File: src/rtl/systolic_operand_feeder_pkg.sv
// Shared definitions for the systolic operand feeder: FSM encoding, phase lengths, element slice.
// Latency: none (types, constant functions and a slice macro only).
// Backpressure: not applicable.
`ifndef SYSTOLIC_OPERAND_FEEDER_ELEM
`define SYSTOLIC_OPERAND_FEEDER_ELEM
// Element (r,c) of a flattened row-major NxN matrix of W-bit elements.
`define ELEM(mat, r, c, W, N) mat[(W)*((r)*(N)+(c)) +: (W)]
`endif

package systolic_operand_feeder_pkg;

    typedef enum logic [1:0] {
        ST_IDLE   = 2'd0,
        ST_STREAM = 2'd1,
        ST_FLUSH  = 2'd2,
        ST_DONE   = 2'd3
    } state_e;

    // Skewed streaming takes 2N-1 steps: lane N-1 starts N-1 steps late.
    function automatic int stream_len(input int n);
        return 2 * n - 1;
    endfunction

    // Zero flush lets the last product travel through the remaining N-1 PEs.
    function automatic int flush_len(input int n);
        return n - 1;
    endfunction

endpackage

File: src/rtl/systolic_operand_feeder_skew_lane_sel.sv
// Per-lane diagonal-skew selector: picks A[lane][k-lane] (row) or B[k-lane][lane] (column).
// Latency: purely combinational.
// Backpressure: none; the parent decides when the result is registered.
module skew_lane_sel
    import systolic_operand_feeder_pkg::*;
#(
    parameter int W  = 16,
    parameter int N  = 3,
    parameter int KW = $clog2(2 * N)
) (
    input  logic [KW-1:0]    lane_i,
    input  logic [KW-1:0]    k_i,
    input  logic             is_row_i,
    input  logic [W*N*N-1:0] mat_i,
    output logic [W-1:0]     elem_o,
    output logic             vld_o
);

    // Lane carries a real element only while k-lane falls inside the matrix.
    always_comb begin
        int off;
        int r;
        int c;
        off    = int'(k_i) - int'(lane_i);
        vld_o  = (off >= 0) && (off < N);
        r      = is_row_i ? int'(lane_i) : off;
        c      = is_row_i ? off : int'(lane_i);
        elem_o = '0;
        for (int rr = 0; rr < N; rr++) begin
            for (int cc = 0; cc < N; cc++) begin
                if (vld_o && (rr == r) && (cc == c)) begin
                    elem_o = `ELEM(mat_i, rr, cc, W, N);
                end
            end
        end
    end

endmodule

File: src/rtl/systolic_operand_feeder.sv
// Captures one A/B pair, streams skewed rows/columns into the array, flushes, then pulses done.
// Latency: first lanes 1 cycle after capture; o_done 3N-1 cycles, o_ready 3N cycles after capture.
// Backpressure: o_ready only in IDLE with i_en; i_en=0 freezes every register and output.
module systolic_operand_feeder
    import systolic_operand_feeder_pkg::*;
#(
    parameter int W = 16,
    parameter int N = 3
) (
    input  logic             i_clk,
    input  logic             i_rst,
    input  logic             i_en,
    input  logic             i_valid,
    output logic             o_ready,
    input  logic [W*N*N-1:0] i_A,
    input  logic [W*N*N-1:0] i_B,
    output logic [W*N-1:0]   o_west,
    output logic [N-1:0]     o_west_vld,
    output logic [W*N-1:0]   o_north,
    output logic [N-1:0]     o_north_vld,
    output logic             o_clear,
    output logic             o_busy,
    output logic             o_done
);

    localparam int KW = $clog2(2 * N);
    localparam logic [KW-1:0] K_STREAM_LAST = KW'(stream_len(N) - 1);
    localparam logic [KW-1:0] K_FLUSH_LAST  = KW'(flush_len(N) - 1);

    state_e             state_q, state_d;
    logic [KW-1:0]      k_q, k_d;
    logic [W*N*N-1:0]   a_q, a_d, b_q, b_d;
    logic [W*N-1:0]     west_q, north_q;
    logic [N-1:0]       west_vld_q, north_vld_q;
    logic               clear_q, done_q;

    logic [W*N-1:0]     west_sel, north_sel;
    logic [N-1:0]       west_sel_vld, north_sel_vld;

    assign o_ready     = (state_q == ST_IDLE) & i_en;
    assign o_busy      = (state_q != ST_IDLE);
    assign o_west      = west_q;
    assign o_west_vld  = west_vld_q;
    assign o_north     = north_q;
    assign o_north_vld = north_vld_q;
    assign o_clear     = clear_q;
    assign o_done      = done_q;

    // Next state, step counter and operand capture; nothing advances while i_en is low.
    always_comb begin
        state_d = state_q;
        k_d     = k_q;
        a_d     = a_q;
        b_d     = b_q;
        if (i_en) begin
            unique case (state_q)
                ST_IDLE: begin
                    if (i_valid) begin
                        a_d     = i_A;
                        b_d     = i_B;
                        state_d = ST_STREAM;
                        k_d     = '0;
                    end
                end
                ST_STREAM: begin
                    if (k_q == K_STREAM_LAST) begin
                        state_d = ST_FLUSH;
                        k_d     = '0;
                    end else begin
                        k_d = k_q + KW'(1);
                    end
                end
                ST_FLUSH: begin
                    if (k_q == K_FLUSH_LAST) begin
                        state_d = ST_DONE;
                        k_d     = '0;
                    end else begin
                        k_d = k_q + KW'(1);
                    end
                end
                ST_DONE: begin
                    state_d = ST_IDLE;
                    k_d     = '0;
                end
                default: begin
                    state_d = ST_IDLE;
                    k_d     = '0;
                end
            endcase
        end
    end

    // State, counter and captured operands.
    always_ff @(posedge i_clk or posedge i_rst) begin
        if (i_rst) begin
            state_q <= ST_IDLE;
            k_q     <= '0;
            a_q     <= '0;
            b_q     <= '0;
        end else begin
            state_q <= state_d;
            k_q     <= k_d;
            a_q     <= a_d;
            b_q     <= b_d;
        end
    end

    // Selectors look at next-step values so the registered lanes line up with the state they belong to.
    for (genvar g = 0; g < N; g++) begin : g_lane
        localparam logic [KW-1:0] LANE = KW'(g);

        skew_lane_sel #(.W(W), .N(N), .KW(KW)) u_west (
            .lane_i  (LANE),
            .k_i     (k_d),
            .is_row_i(1'b1),
            .mat_i   (a_d),
            .elem_o  (west_sel[W*g +: W]),
            .vld_o   (west_sel_vld[g])
        );

        skew_lane_sel #(.W(W), .N(N), .KW(KW)) u_north (
            .lane_i  (LANE),
            .k_i     (k_d),
            .is_row_i(1'b0),
            .mat_i   (b_d),
            .elem_o  (north_sel[W*g +: W]),
            .vld_o   (north_sel_vld[g])
        );
    end

    // Registered outputs: lanes only in STREAM, clear on step 0, done in DONE; held during stall.
    always_ff @(posedge i_clk or posedge i_rst) begin
        if (i_rst) begin
            west_q      <= '0;
            west_vld_q  <= '0;
            north_q     <= '0;
            north_vld_q <= '0;
            clear_q     <= 1'b0;
            done_q      <= 1'b0;
        end else if (i_en) begin
            west_q      <= (state_d == ST_STREAM) ? west_sel      : '0;
            west_vld_q  <= (state_d == ST_STREAM) ? west_sel_vld  : '0;
            north_q     <= (state_d == ST_STREAM) ? north_sel     : '0;
            north_vld_q <= (state_d == ST_STREAM) ? north_sel_vld : '0;
            clear_q     <= (state_d == ST_STREAM) && (k_d == '0);
            done_q      <= (state_d == ST_DONE);
        end
    end

endmodule

File: config.mk
export PLATFORM = sky130hd
export DESIGN_NAME = systolic_operand_feeder
export DESIGN_NICKNAME = d
export VERILOG_FILES = /design/src/rtl/systolic_operand_feeder_pkg.sv /design/src/rtl/systolic_operand_feeder_skew_lane_sel.sv /design/src/rtl/systolic_operand_feeder.sv
export SDC_FILE = /design/constraint.sdc
export NUM_CORES = 1
export LEC_CHECK = 0
export CAP_MARGIN = 10
export CORE_MARGIN = 2
export CORE_UTILIZATION = 54
export CTS_CLUSTER_DIAMETER = 150
export DETAILED_ROUTE_END_ITERATION = 8
export GPL_TIMING_DRIVEN = 0
export PLACE_DENSITY = 0.93
export SLEW_MARGIN = 20
export SYNTH_ARGS = -nofsm -noshare
export SYNTH_HDL_FRONTEND = slang
export SYNTH_SLANG_ARGS = --single-unit
File: constraint.sdc
create_clock -name i_clk -period 21.3 [get_ports i_clk]
set_input_delay 4.26 -clock i_clk [delete_from_list [all_inputs] [get_ports i_clk]]
set_output_delay 4.26 -clock i_clk [all_outputs]
set_load 0.02 [all_outputs]
# Yosys cells after proc, flatten, opt, wreduce, memory -nomap -nowiden
# Index checks and enable logic that the tools add are counted.
dict set report totals {
  ff_bits 394
  inputBits 292
  output_inout_bits 106
}
dict set report classes {
  n_addsub 3
  order_cmp 6
  eq_ne 13
  n_mux 37
  bitwise_logic 1
  n_reduce_logical 19
}
# cell n
set op_table {}
lappend op_table {{144-bit 2-to-1 mux} 6}
lappend op_table {{16-bit 2-to-1 mux} 18}
lappend op_table {{32-bit zero test} 3}
lappend op_table {{48-bit 2-to-1 mux} 2}
lappend op_table {{2-bit by 32-bit equality test with 1-bit output (first input constant)} 2}
lappend op_table {{3-bit by 32-bit equality test with 1-bit output (first input constant)} 2}
lappend op_table {{32-bit by 1-bit >= comparator with 1-bit output (second input constant)} 2}
lappend op_table {{32-bit by 3-bit < comparator with 1-bit output (second input constant)} 2}
lappend op_table {{3-bit 2-to-1 mux} 5}
lappend op_table {{1-bit logical AND} 13}
lappend op_table {{3-bit case mux with 4 select lines} 1}
lappend op_table {{2-bit 2-to-1 mux} 4}
lappend op_table {{2-bit case mux with 4 select lines} 1}
lappend op_table {{2-bit equality test (second input constant)} 3}
lappend op_table {{2-bit by 1-bit equality test with 1-bit output (second input constant)} 2}
lappend op_table {{3-bit by 1-bit subtractor with 4-bit output (second input constant)} 1}
lappend op_table {{3-bit by 2-bit subtractor with 4-bit output (second input constant)} 1}
lappend op_table {{3-bit by 1-bit adder with 3-bit output (second input constant)} 1}
lappend op_table {{2-bit by 3-bit equality test with 1-bit output (first input constant)} 1}
lappend op_table {{3-bit by 1-bit equality test with 1-bit output (second input constant)} 1}
lappend op_table {{3-bit equality test (first input constant)} 1}
lappend op_table {{3-bit equality test (second input constant)} 1}
lappend op_table {{3-bit by 1-bit >= comparator with 1-bit output (second input constant)} 1}
lappend op_table {{3-bit zero test} 1}
lappend op_table {{other kinds (4)} 4}

# Longest topological paths before layout
# Gate-level depths: netlist of run 1.
dict set report depth {
  ltp_word 12
  ltp_mapped 15
}

# Cells and area by module
# Synthesis of run 1 repeated with hierarchy kept, for this count alone.
dict set report hier_totals {
  cells_unflattened 2575
  hier_area_um2 26696.9
}
# module n_inst cells_per_inst area_per_inst_um2 seq_area_each_um2
set by_module_without_submodules {}
lappend by_module_without_submodules {systolic_operand_feeder 1 886 15542.4 9934.5}
lappend by_module_without_submodules {{skew_lane_sel (g_lane[0].u_west ...)} 5 272 1798.0 0.0}
lappend by_module_without_submodules {{skew_lane_sel (g_lane[0].u_north)} 1 329 2164.6 0.0}

# Worst setup path after synthesis of run 1
# No wires, ideal clock.
dict set report synth_timing {
  path_kind {in2out}
  startpoint {input port i_en}
  endpoint {output port o_ready}
  t_arrival_ps 5006
  required_ps 17040
  setup_slack_ps 12034
  stages 4
  path_cell_list {inv_1 -> clkbuf_1 -> clkbuf_1 -> nor2_1}
}
dict set report synth_between {
  elab_chain_len 1
}
# element line_no
set synth_rtl {}
lappend synth_rtl {{from (decl)} systolic_operand_feeder.sv:12} ;# input logic i_en,
lappend synth_rtl {{1-bit bitwise AND} systolic_operand_feeder.sv:40} ;# assign o_ready = (state_q == ST_IDLE) & i_en;
lappend synth_rtl {{to (decl)} systolic_operand_feeder.sv:14} ;# output logic o_ready,
# No other way between the ends.

# Worst setup path after layout of run 1
# Same ends and word-level chain as after synthesis.

==> results of run 1 <==
-- synth_stat cells (2+ instances only) --
master and n:
and2_1 3, a21oi_1 94, nor4_1 64, nand2b_1 3, o32ai_1 3, buf_1 6
buf_4 3, mux2i_1 2, a211o_1 2, nor2b_1 2, inv_2 2, or3_1 3
inv_1 10, a21o_1 4, o41ai_1 88, o41ai_2 6, o2bb2ai_1 2, clkbuf_1 69
mux2_2 170, buf_6 4, dfrtp_1 394, o31a_1 2, ha_1 7, or2_2 2
nor3_1 94, buf_2 43, nand2_1 104, nor2_1 38, mux2_1 118
-- kinds of logic after synthesis --
group           count (synthesis)  synth area share, %
compound gates                214                 9.28
simple gates                  320                 9.12
mux                           290                 19.3
fa+ha+maj                       8                0.576
flops                         394                 58.2
buf+inv                       137                 3.60
-- state kept, by name, summed over array words and instances (netlist names) --
name and cells:
o_north 48, o_clear 1, a_q 144, o_done 1
o_west 48, k_q 3, b_q 144, state_q 2
o_north_vld 3
-- report_power, final --
group | switching, mW | total (mW) | internal, mW | leakage, nW
Combinational | 0.950 | 1.56 | 0.612 | 3.99
Sequential | 0.128 | 1.22 | 1.09 | 4.84
Clock | 0.302 | 0.751 | 0.449 | 0.696
Total | 1.38 | 3.53 | 2.15 | 9.53
-- layer usage --
| metal | track usage, % | vias up | share of wire [%] |
|---|---|---|---|
| li1 | - | 5912 | - |
| met1 | 43.0 | 7095 | 37 |
| met2 | 57.8 | 929 | 48 |
| met3 | 7.92 | 225 | 9.3 |
| met4 | 18.3 | 0 | 5.8 |
| met5 | 0 | - | 0 |
-- through the flow --
step           util, %  hold WS (ps)
6_report          74.6           483
3_5_place_dp      69.9           466
5_1_grt           74.6           491
4_1_cts           74.5           484
2_1_floorplan        -           454
3_3_place_gp      69.6           460
-- cell type report --
class	count	share of cell area (%)
Sequential cell	394	43.0
Multi-Input combinational cell	832	28.3
Timing Repair Buffer	400	17.7
Clock buffer	60	5.36
Buffer	125	2.46
Tap cell	396	2.16
Clock inverter	13	0.780
Inverter	12	0.229
Antenna cell	6	0.0655
-- worst paths after layout --
kind / start / endpoint / slack [ps] / cells after the start
hold reg to reg: b_q[67] / b_q[67] / 480 / 1
max in group asynchronous: i_rst / a_q[129] / 15660 / 4
hold / removal: b_q[67] / b_q[67] / 480 / 1
setup reg to reg: k_q[0] / o_west[37] / 16570 / 13
setup / recovery: i_en / o_ready / 10320 / 6
min in group asynchronous: i_rst / b_q[29] / 4260 / 2
-- critical path: cells and delay by family --
kind | cells | cell delay, ps
AND/OR/NAND/NOR | 1 | 120
buffers and inverters | 5 | 2340
==> results.txt, run 1 <==
- Predominant post-synthesis flop cell: dfrtp_1
* Most area-consuming cells after synthesis: dfrtp_1, mux2_2, mux2_1
* Detail Placement HPWL: between 40 and 50 mm
- The run finished with clean final reports.
- Of all cell types, the one taking the most synthesized area is dfrtp_1.
* Floorplan Core Area: just over 30,000 um^2
* Area of the multi-input gates: roughly 6500 um^2
* Syn Nets: 1,662
* X dimension of the die: roughly 180 um
* Number of pins with negative max-slew slack in the final report: 0
* Grt ovf: 0
- Counting tap cells, the placed design contains a total of 2,159 instances.
- The top cell types in the final layout, fill and taps aside, are clkdlybuf4s50_1, dfrtp_1, mux2_2, mux2_1, nand2_1.
- Buffers inserted during clock tree synthesis total 40.
- I/O pins: slightly below 400
* Wire length of the first global-routing pass: 88.5 mm
* Async SR Flop Fraction: between 90% and 100%
- The count of buffers added on input and output ports is approximately 400.
- Initial cell density of the core: ~55%
- Across every metal layer, demand over resource in global routing totals between 30% and 40%.
- The critical path is of the primary input to output pin type.
- Total setup violations reported at the end of the flow: 0
- OpenSTA, run right after detailed placement, puts the worst setup slack at 10,350 ps.
* Clock slew at the register clock pins of the worst setup and hold paths: approximately 60 ps
- The number of different library cells used by synthesis comes to 50.
* Post-route cell area: between 20,000 and 25,000 um^2
- The initial antenna violation count is 7.
* Largest net degree at the start of global routing: between 100 and 150
- In this run the tightest slew margin relative to its limit is 41.7%.
* RSZ-0062 raised after global routing: no
- Number of hold buffers added after CTS: 0
* RD Place Congestion: ~0.90
* Routed wire per std cell: about 26 um
- TritonCTS clock tree: done
* Max-cap viol count: 0
* Post-synthesis register bit count: 394
- Dividing the final minimum period by the clock period gives around half.
- Sequential-to-total area share from yosys stat: between 50% and 60%
- Total negative slack: 0 ps
- Detailed routing inserted a total of approximately 14k vias.
- For this design the static power due to leakage is around 9.5 nW.
* Worst-case setup margin in the final layout: slightly above 10,000 ps
* Number of warnings issued by yosys: 0
- Maximum clock rate: between 0.09 and 0.1 GHz
- The smallest clock period supported by the final layout is computed as between 10,000 and 15,000 ps.
- CTS H-tree lvls: 2
- Max Fanout on Critical Path: 10
* Area of all sequential standard cells: ~9900 um^2
- The floorplan has 64 rows.
- The detailed router finished its first iteration with about 1.4k violations.
* Cell at the root of the clock tree: clkbuf_16
* Die extent in y: 181 um
- Average cell area after synthesis: 12.4 um^2
- Number of vias per cell after detailed routing: 6.33
- Max clock buf depth: 3
* Initial DRT Pass Iterations: 5
- Post-CTS setup-driven buffer insertion count: 0
- Nature of the critical path startpoint: primary input
- Leaving out fill and tap cells, the most frequent cell in the layout is clkdlybuf4s50_1.
* Post-route insts no fill: between 2k and 2.5k
- For this run, design rule violations remaining after detail routing come to 0.
- After detailed placement, the total cell area comes to 21,500 um^2.
- Data on the critical path is required at its endpoint by ~17,000 ps.
* Path class of the lowest-slack min-delay path: flop to flop
- Detailed Route WL: about 58 mm
* Layout overhead on the synthesized area: 35.3%
* Max Clock Skew: about 21 ps
- Via count of the first global-routing pass: ~15k
* Ordered list of cells on the worst path: clkdlybuf4s50_1 -> inv_1 -> clkbuf_1 -> clkbuf_1 -> nor2_1 -> clkdlybuf4s50_1
- For the pin with the worst max-slew slack, the measured transition is roughly 870 ps.
* Clk sink count: approximately 390
* Type of destination of the critical path: output pin
* Cell area after technology mapping: about 17,000 um^2
- Summing internal, switching and leakage power gives 3.53 mW.
- Area enclosed by the die boundary: 32,800 um^2
* Critical Path Slowest Stage Cell: clkdlybuf4s50_1
- In the synthesized netlist, the number of instances is 1,363.
- The number of endpoints with negative hold slack in the final report came to 0.
* Share of cells above drive strength 1: about 17%
* Number of enable-type register cells in the synthesized netlist: 0
- In this run the remaining antenna-violating nets after routing total 0.
- In this run the power density over the cells is approximately 150 nW/um^2.
- The worst-case IR drop observed on VDD is 102 uV.
* Cts repair resizes: 0
- STA puts the critical path data arrival time at around 6700 ps.
- Post-layout net count: around 2.1k
- Area fraction of the dominant cell type after synthesis: 58.2%
- The filler cells instantiated in the layout total approximately 1.9k.
- Clock insertion delay at the later pin of the skew report: 530 ps
- On the worst path, the slowest cell contributes a delay of approximately 600 ps.
Power figures use the tool's default switching activity.
==> inputs of run 2 (changes only) <==
--- a/config.mk
+++ b/config.mk
@@ -7,11 +7,11 @@
 export LEC_CHECK = 0
 export CAP_MARGIN = 10
 export CORE_MARGIN = 2
-export CORE_UTILIZATION = 54
+export CORE_UTILIZATION = 50
 export CTS_CLUSTER_DIAMETER = 150
 export DETAILED_ROUTE_END_ITERATION = 8
 export GPL_TIMING_DRIVEN = 0
-export PLACE_DENSITY = 0.93
+export PLACE_DENSITY = 0.87
 export SLEW_MARGIN = 20
 export SYNTH_ARGS = -nofsm -noshare
 export SYNTH_HDL_FRONTEND = slang
==> constraint.sdc (replaced) <==
create_clock -name i_clk -period 11.3 [get_ports i_clk]
set_input_delay 2.26 -clock i_clk [delete_from_list [all_inputs] [get_ports i_clk]]
set_output_delay 2.26 -clock i_clk [all_outputs]
set_load 0.02 [all_outputs]
==> run 2 against run 1 <==
Clock skew shrank 6.3 ps. Via count down 1.9%. Register-to-register slack worse by 9900 ps. Power is 87% higher. Clock power is 85% higher. Sequential power increased by 87%. Critical path depth unchanged. Global-route usage fell by 3.0 points. Sequential share of layout area is 0.45 points lower. Non-clock buffer count rose by 10. Clock-buffer cell count rose by 3. Critical path type unchanged. Highest routed layer unchanged.
==> results.txt, run 2 (synthesis results as in run 1) <==
- The transition time at the pin with the least slew margin was 859 ps (was 871 ps).
- Hold Crit Endpoint: b_q[81] (was b_q[67])
* Cts repair resizes: 0 (unchanged)
- The detailed-route wire length per cell is 24.6 um (was 25.9 um).
- Initial DRT Pass Iterations: 5 (unchanged)
- Min-Delay Path Depth: 1 (unchanged)
- Final ANT Viol Nets: 0 (unchanged)
* Detailed-route DRC error count: 0 (unchanged)
- Ordered list of cells on the worst path: clkdlybuf4s50_1 -> inv_1 -> clkbuf_1 -> clkbuf_1 -> nor2_1 -> clkdlybuf4s50_1 (unchanged)
* Worst setup path class: primary input to output pin (unchanged)
* Layout overhead on the synthesized area: 36.7% (was 35.3%)
- The commonest non-fill, non-tap cell in the layout is clkdlybuf4s50_1 (unchanged).
- The initial standard-cell utilization of the core is 50.7% (was 55.1%).
- Crit path required time: 9040 ps (was 17,040 ps)
- Area enclosed by the die boundary: 35,400 um^2 (was 32,800 um^2)
- The clock transition at the registers of the reported paths came to 60 ps (about the same).
* Detail Placement HPWL: 41.0 mm (was 40.4 mm)
- Standard-cell row count: 67 (was 64)
* CTS H-tree lvls: 2 (unchanged)
- Worst-case setup margin in the final layout: 4440 ps (was 10,320 ps)
- The number of design-rule violations left by the first detailed-router iteration was 930 (was 1,359).
- The root buffer cell is clkbuf_16 (unchanged).
- Nature of the critical path startpoint: primary input (unchanged)
* Via count of the first global-routing pass: 14.9k (was 15.3k)
- The final total negative setup slack is 0 ps (unchanged).
* Die extent in y: 188 um (was 181 um)
- The number of endpoints with negative hold slack in the final report came to 0 (unchanged).
- The number of post-CTS setup repair buffers was 0 (unchanged).
- The global route total overflow came to 0 (unchanged).
- The area of the placeable core was 33,400 um^2 (was 30,700 um^2).
* X dimension of the die: 188 um (was 181 um)
* Max Fanout on Critical Path: 10 (unchanged)
* Number of buffers and inverters on the critical path: 5 (unchanged)
* Number of vias per cell after detailed routing: 6.03 (was 6.33)
- Wire length of the first global-routing pass: 86.6 mm (was 88.5 mm)
- IR Drop Worst-Case VDD: 156 uV (was 102 uV)
- Path class of the lowest-slack min-delay path: flop to flop (unchanged)
* Largest net degree at the start of global routing: 37 (was 110)
* Registers with the highest flip-flop counts: a_q x144, b_q x144 (unchanged)
* Largest delay contributor family on the critical path: buffers and inverters (unchanged)
* Number of hold buffers added after CTS: 0 (unchanged)
- Min Tclk post-route: between 6000 and 7000 ps
* Outcome: finished, final reports clean (unchanged)
- The final setup violation count is 0 (unchanged).
* Maximum cell stage delay along the critical path: 580 ps (was 590 ps)
- The flop-to-flop setup slack was 6720 ps (was 16,570 ps).
- The clock latency reported for the late side of the worst-skew pair is 530 ps (about the same).
- Antenna violations before repair: 9 (was 7)
- Max-cap viol count: 0 (unchanged)
* Critical register-to-register path startpoint: state_q[0] (was k_q[0])
- The static power due to leakage came to 9.60 nW (was 9.53 nW).
- Port buffer count: 397 (unchanged)
- The number of clock sinks seen by CTS was 394 (unchanged).
- The total wire length after detailed routing came to 56.7 mm (was 57.9 mm).
* Max clock buf depth: 3 (unchanged)
- The fraction of final layout cells sized beyond drive strength 1 is 16.8% (was 16.6%).
* Power density relative to cell area: 285 nW/um^2 (was 154 nW/um^2)
- Number of pins with negative max-slew slack in the final report: 0 (unchanged)
* Terminus of the critical flop-to-flop path: o_west[40] (was o_west[37])
* Slew margin rel.: 42.5% (was 41.7%)
* Clock buffer count from CTS: 41 (was 40)
- The setup clock skew after layout is 14.4 ps (was 20.7 ps).
- The start point of the worst hold path was b_q[81] (was b_q[67]).
* I/O pins: 398 (unchanged)
- Post-layout net count: 2,115 (was 2,104)
- The nature of the critical path endpoint is an output pin (unchanged).
- Fraction of power consumed by the clock network: 21.0% (was 21.2%)
* Critical Path Slowest Stage Cell: clkdlybuf4s50_1 (unchanged)
- Top library cells by usage in the layout, fill and taps aside: clkdlybuf4s50_1, dfrtp_1, mux2_2, mux2_1, nand2_1 (unchanged).
- The clock tree from TritonCTS is done (unchanged).
* Net switching fraction of the power: 38.8% (was 39.1%)
- The worst path arrival time came to 4600 ps (was 6720 ps).
- The worst path uses approximately 60% of the clock period.
* Power spent charging and discharging nets: 2.56 mW (was 1.38 mW)
- Maximum clock rate: 0.146 GHz
* RD Place Congestion: 0.904 (was 0.902)
- Post-place setup slack: 4390 ps (was 10,350 ps)
* Sequential Power Share: 34.6% (was 34.5%)
- RSZ-0062 raised after global routing: no (unchanged).
- The combinational fraction of design power was 44.4% (was 44.2%).
- DR vias: 13.9k (was 14.2k)
* Total global-route track usage: 31.9% (was 34.9%)
- Internal cell power: 4.04 mW (was 2.15 mW)
- The depth of the worst register-to-register path is 12 (was 13).
[run 2: final cells by class]
type | instances | area (um^2)
fillers | 2245 | 10300
flip-flops and latches | 394 | 9860
multi-input cells | 832 | 6480
repair buffers | 410 | 4260
clock buffers | 63 | 1240
plain buffers | 125 | 564
well taps | 448 | 561
clock inverters | 11 | 139
inverters | 12 | 48.8
diodes | 9 | 22.5
[run 2: metrics by stage]
step / utilization, % / area (um^2) / cells / hold slack, ps / power [mW]
final: 69.3 / 23200 / 2304 / 485 / 6.60
after global routing: 69.3 / 23200 / 2304 / 496 / 6.92
after CTS: 69.2 / 23100 / 2295 / 479 / 6.58
after detailed placement: 65.1 / 21800 / 2221 / 465 / 5.16
after global placement: 64.2 / 21500 / 2208 / 460 / 5.01
after floorplan: - / 17000 / 1363 / 454 / 4.07
[run 2: worst max-delay path by stage]
| stage | start | to | slack, ps | depth (start not counted) |
|---|---|---|---|---|
| 2_1_floorplan | i_rst | a_q[0] | 3740 | 1 |
| 3_3_place_gp | i_rst | b_q[119] | 1340 | 2 |
| 3_5_place_dp | i_en | o_north[38] | 4390 | 13 |
| 4_1_cts | i_en | o_ready | 4400 | 6 |
| 5_1_grt | i_en | o_ready | 4260 | 6 |
| 6_report | i_en | o_ready | 4440 | 6 |
[run 2: routing by layer]
layer  wire [um]  GRT usage (%)  vias up
met5           0              0        -
met4        3200           16.1        0
met3        5150           7.62      196
met2       27200           52.7      806
met1       21200           39.3     6968
li1            -              -     5929
[run 2: power by group through the flow]
stage	Clock [mW]	Sequential, mW	Combinational, mW
final	1.39	2.28	2.93
after detailed placement	0	2.30	2.86
after global routing	1.46	2.34	3.13
after floorplan	0	2.37	1.71
after CTS	1.40	2.28	2.90
after global placement	0	2.27	2.75
==> inputs of run 3 (changes only) <==
--- a/config.mk
+++ b/config.mk
@@ -7,11 +7,11 @@
 export LEC_CHECK = 0
 export CAP_MARGIN = 10
 export CORE_MARGIN = 2
-export CORE_UTILIZATION = 50
+export CORE_UTILIZATION = 45
 export CTS_CLUSTER_DIAMETER = 150
 export DETAILED_ROUTE_END_ITERATION = 8
 export GPL_TIMING_DRIVEN = 0
-export PLACE_DENSITY = 0.87
+export PLACE_DENSITY = 0.83
 export SLEW_MARGIN = 20
 export SYNTH_ARGS = -nofsm -noshare
 export SYNTH_HDL_FRONTEND = slang
==> constraint.sdc (replaced) <==
create_clock -name i_clk -period 6 [get_ports i_clk]
set_input_delay 1.2 -clock i_clk [delete_from_list [all_inputs] [get_ports i_clk]]
set_output_delay 1.2 -clock i_clk [all_outputs]
set_load 0.02 [all_outputs]
==> run 3 against run 2 <==
Core utilization shrank 6.8 points. Wire length grew 0.23%. Clock-buffer cell count shrank 4. Hold slack lost 3.5 ps. Clock skew grew 5.1 ps. Cell count grew 2.7%. Global-route usage shrank 3.1 points. Non-clock buffer count grew 1. Worst setup slack lost 3800 ps. Critical path depth grew 7. First-iteration DRC count shrank 18%. Cell area grew 0.83%.
==> results.txt, run 3 (synthesis results as in run 1) <==
* X dimension of the die: 198 um (was 188 um)
- The number of design-rule violations left by the first detailed-router iteration came to 759 (was 930).
- Total count of hold-check failures in the final report: 0 (unchanged)
- The number of hold-repair buffers added at the cts stage is 0 (unchanged).
- The initial antenna violation count is 6 (was 9).
* Wire length of the first global-routing pass: 85.6 mm (was 86.6 mm)
* Total global-route track usage: 28.8% (was 31.9%)
- Outcome: finished, final reports clean (unchanged)
- The detailed-placement wirelength estimate is 41.6 mm (was 41.0 mm).
* Maximum clock rate: between 0.15 and 0.2 GHz
- The sequential share of power is 34.2% (was 34.6%).
- Post-CTS setup-driven buffer insertion count: 0 (unchanged)
- Tightest hold margin: 481 ps (was 485 ps)
- Slew margin rel.: 35.4% (was 42.5%)
- The number of cells on the critical path was 13 (was 6).
- Crit path required time: 6400 ps (was 9040 ps)
* Critical Path Slowest Stage Cell: clkdlybuf4s50_1 (unchanged)
* Max Fanout on Critical Path: 11 (was 10)
- The switching part of the total is 38.5% (was 38.8%).
* Terminus of the critical flop-to-flop path: o_west[37] (was o_west[40])
- Destination of the critical timing path: o_west[37] (was o_ready)
* Initial DRT Pass Iterations: 5 (unchanged)
* Comb pwr share: 44.0% (was 44.4%)
- The final-report max-slew violation count is 0 (unchanged).
* Registers with the highest flip-flop counts: a_q x144, b_q x144 (unchanged)
- Clock slew at the register clock pins of the worst setup and hold paths: 60 ps (about the same)
- The maximum vdd drop is 302 uV (was 156 uV).
- Largest net degree at the start of global routing: 37 (unchanged)
* Max-cap viol count: 0 (unchanged)
- The root buffer cell is clkbuf_16 (unchanged).
- Total setup violations reported at the end of the flow: 0 (unchanged)
- Crit path arrival time: 5810 ps (was 4600 ps)
- The power density relative to cell area is 537 nW/um^2 (was 285 nW/um^2).
- The detailed-route wire length per cell came to 24.0 um (was 24.6 um).
- Top library cells by usage in the layout, fill and taps aside: clkdlybuf4s50_1, dfrtp_1, mux2_2, mux2_1, nand2_1 (unchanged)
- The routed design could run at a clock period as short as roughly 5400 ps.
- The clock tree from TritonCTS is done (unchanged).
- The remaining number of nets flagged by the antenna check after routing is 0 (unchanged).
* CTS H-tree lvls: 2 (unchanged)
- The reg-to-reg startpoint is k_q[0] (was state_q[0]).
* Tot Pwr: 12.5 mW (was 6.60 mW)
- The weighted congestion reported at the end of routability-driven placement came to 0.880 (was 0.904).
- Number of buffers and inverters on the critical path: 7 (was 5)
* Path class of the lowest-slack min-delay path: flop to flop (unchanged)
- Max clock buf depth: 3 (unchanged)
* Leading cell type in the layout, fill and taps excluded: clkdlybuf4s50_1 (unchanged)
* Worst setup path startpoint: i_en (unchanged)
- Via count of the first global-routing pass: 14.6k (was 14.9k)
- Worst R2R Path Depth: 13 (was 12)
- The total via count in the routed design came to 13.6k (was 13.9k).
- Fraction of power consumed by the clock network: 21.9% (was 21.0%)
- Floorplan Core Area: 37,400 um^2 (was 33,400 um^2)
- The type of the setup path with the least slack is primary input to flop (was primary input to output pin).
* Nature of the critical path startpoint: primary input (unchanged)
* Internal cell power: 7.71 mW (was 4.04 mW)
* Area enclosed by the die boundary: 39,200 um^2 (was 35,400 um^2)
- The number of clock sinks seen by CTS came to 394 (unchanged).
- The number of gates resized after CTS is 0 (unchanged).
* Standard-cell row count: 71 (was 67)
- RSZ-0062 raised after global routing: no (unchanged).
- Dividing the final minimum period by the clock period gives approximately nine tenths.
* Detailed Route WL: 56.9 mm (was 56.7 mm)
- Post-layout net count: 2,117 (was 2,115)
* Flop-to-flop setup slack: 1260 ps (was 6720 ps)
* Die extent in y: 198 um (was 188 um)
* Grt ovf: 0 (unchanged)
- Most used cell, CP: buf_2
- Type of destination of the critical path: flop (was output pin)
- The relative area change from synthesis to final layout was 37.9% (was 36.7%).
- The number of port buffers is 397 (unchanged).
- End-of-flow core utilization: 62.5% (was 69.3%)
- The clock latency reported for the late side of the worst-skew pair came to 560 ps (was 530 ps).
- Power spent charging and discharging nets: 4.83 mW (was 2.56 mW)
- Largest delay contributor family on the critical path: buffers and inverters (unchanged)
* Worst Max-Slew Pin Slew: 965 ps (was 859 ps)
- Share of cells above drive strength 1: 17.3% (was 16.8%)
- Ordered list of cells on the worst path: clkdlybuf4s50_1 -> buf_2 -> nand3b_1 -> o221ai_1 -> buf_2 -> buf_2 -> clkbuf_1 -> ha_1 -> or2_2 -> buf_1 -> a211o_1 -> clkbuf_1 -> o41ai_1 (was clkdlybuf4s50_1 -> inv_1 -> clkbuf_1 -> clkbuf_1 -> nor2_1 -> clkdlybuf4s50_1).
- The setup clock skew after layout is 19.5 ps (was 14.4 ps).
* Initial cell density of the core: 45.3% (was 50.7%)
* I/O pins: 398 (unchanged)
- The static power due to leakage is 9.67 nW (was 9.60 nW).
- The number of buffers created by CTS was 42 (was 41).
* Maximum cell stage delay along the critical path: 570 ps (was 580 ps)
- The total DRC errors in the routed layout came to 0 (unchanged).
* Number of vias per cell after detailed routing: 5.75 (was 6.03)
-- run 3: metal layers --
layer / up-vias / track usage (%) / part of all wire (%)
met5: - / 0 / 0.053
met3: 147 / 6.76 / 7.8
met2: 603 / 48.3 / 49
met1: 6921 / 36.1 / 39
met4: 4 / 11.9 / 4.0
li1: 5930 / - / -
-- run 3: worst min-delay path by stage --
stage	startpoint	cells after the start	slack, ps	to
after floorplan	a_q[116]	1	450	a_q[116]
after global placement	o_north[47]	2	460	o_north[47]
after detailed placement	o_west[40]	2	470	o_west[40]
after global routing	a_q[46]	1	500	a_q[46]
after CTS	o_west[40]	2	480	o_west[40]
final	o_west[40]	2	480	o_west[40]
-- run 3: cell type report --
class	instances	area (um^2)
Antenna cell	5	12.5
Buffer	125	564
Clock buffer	59	1270
Clock inverter	18	199
Fill cell	2842	14000
Inverter	12	48.8
Multi-Input combinational cell	832	6480
Sequential cell	394	9860
Tap cell	511	639
Timing Repair Buffer	411	4290
-- run 3: metrics by stage --
step | instance area, um^2 | setup slack (ps) | instances | setup TNS [ps]
3_5_place_dp | 21900 | 140 | 2285 | 0
3_3_place_gp | 21600 | -2950 | 2271 | -1146310
5_1_grt | 23400 | 384 | 2365 | 0
2_1_floorplan | 17000 | -502 | 1363 | -197730
6_report | 23400 | 592 | 2367 | 0
4_1_cts | 23300 | 676 | 2362 | 0
-- run 3: worst register-to-register path, stage by stage, from the launching register on --
cell and delay [ps]:
dfrtp_1 500, inv_1 150, ha_1 310, nand4b_1 110, o221ai_1 110, buf_2 350
buf_2 400, clkbuf_1 560, ha_1 360, or2_2 270, buf_1 230, a211o_1 390
clkbuf_1 320, o41ai_1 550
-- run 3: power groups by stage --
stage               Combinational (mW)  Sequential [mW]  Clock, mW
floorplan                         3.21             4.46          0
global placement                  5.22             4.28          0
detailed placement                5.43             4.32          0
CTS                               5.48             4.29       2.77
global route                      5.90             4.40       2.87
finish                            5.51             4.28       2.74
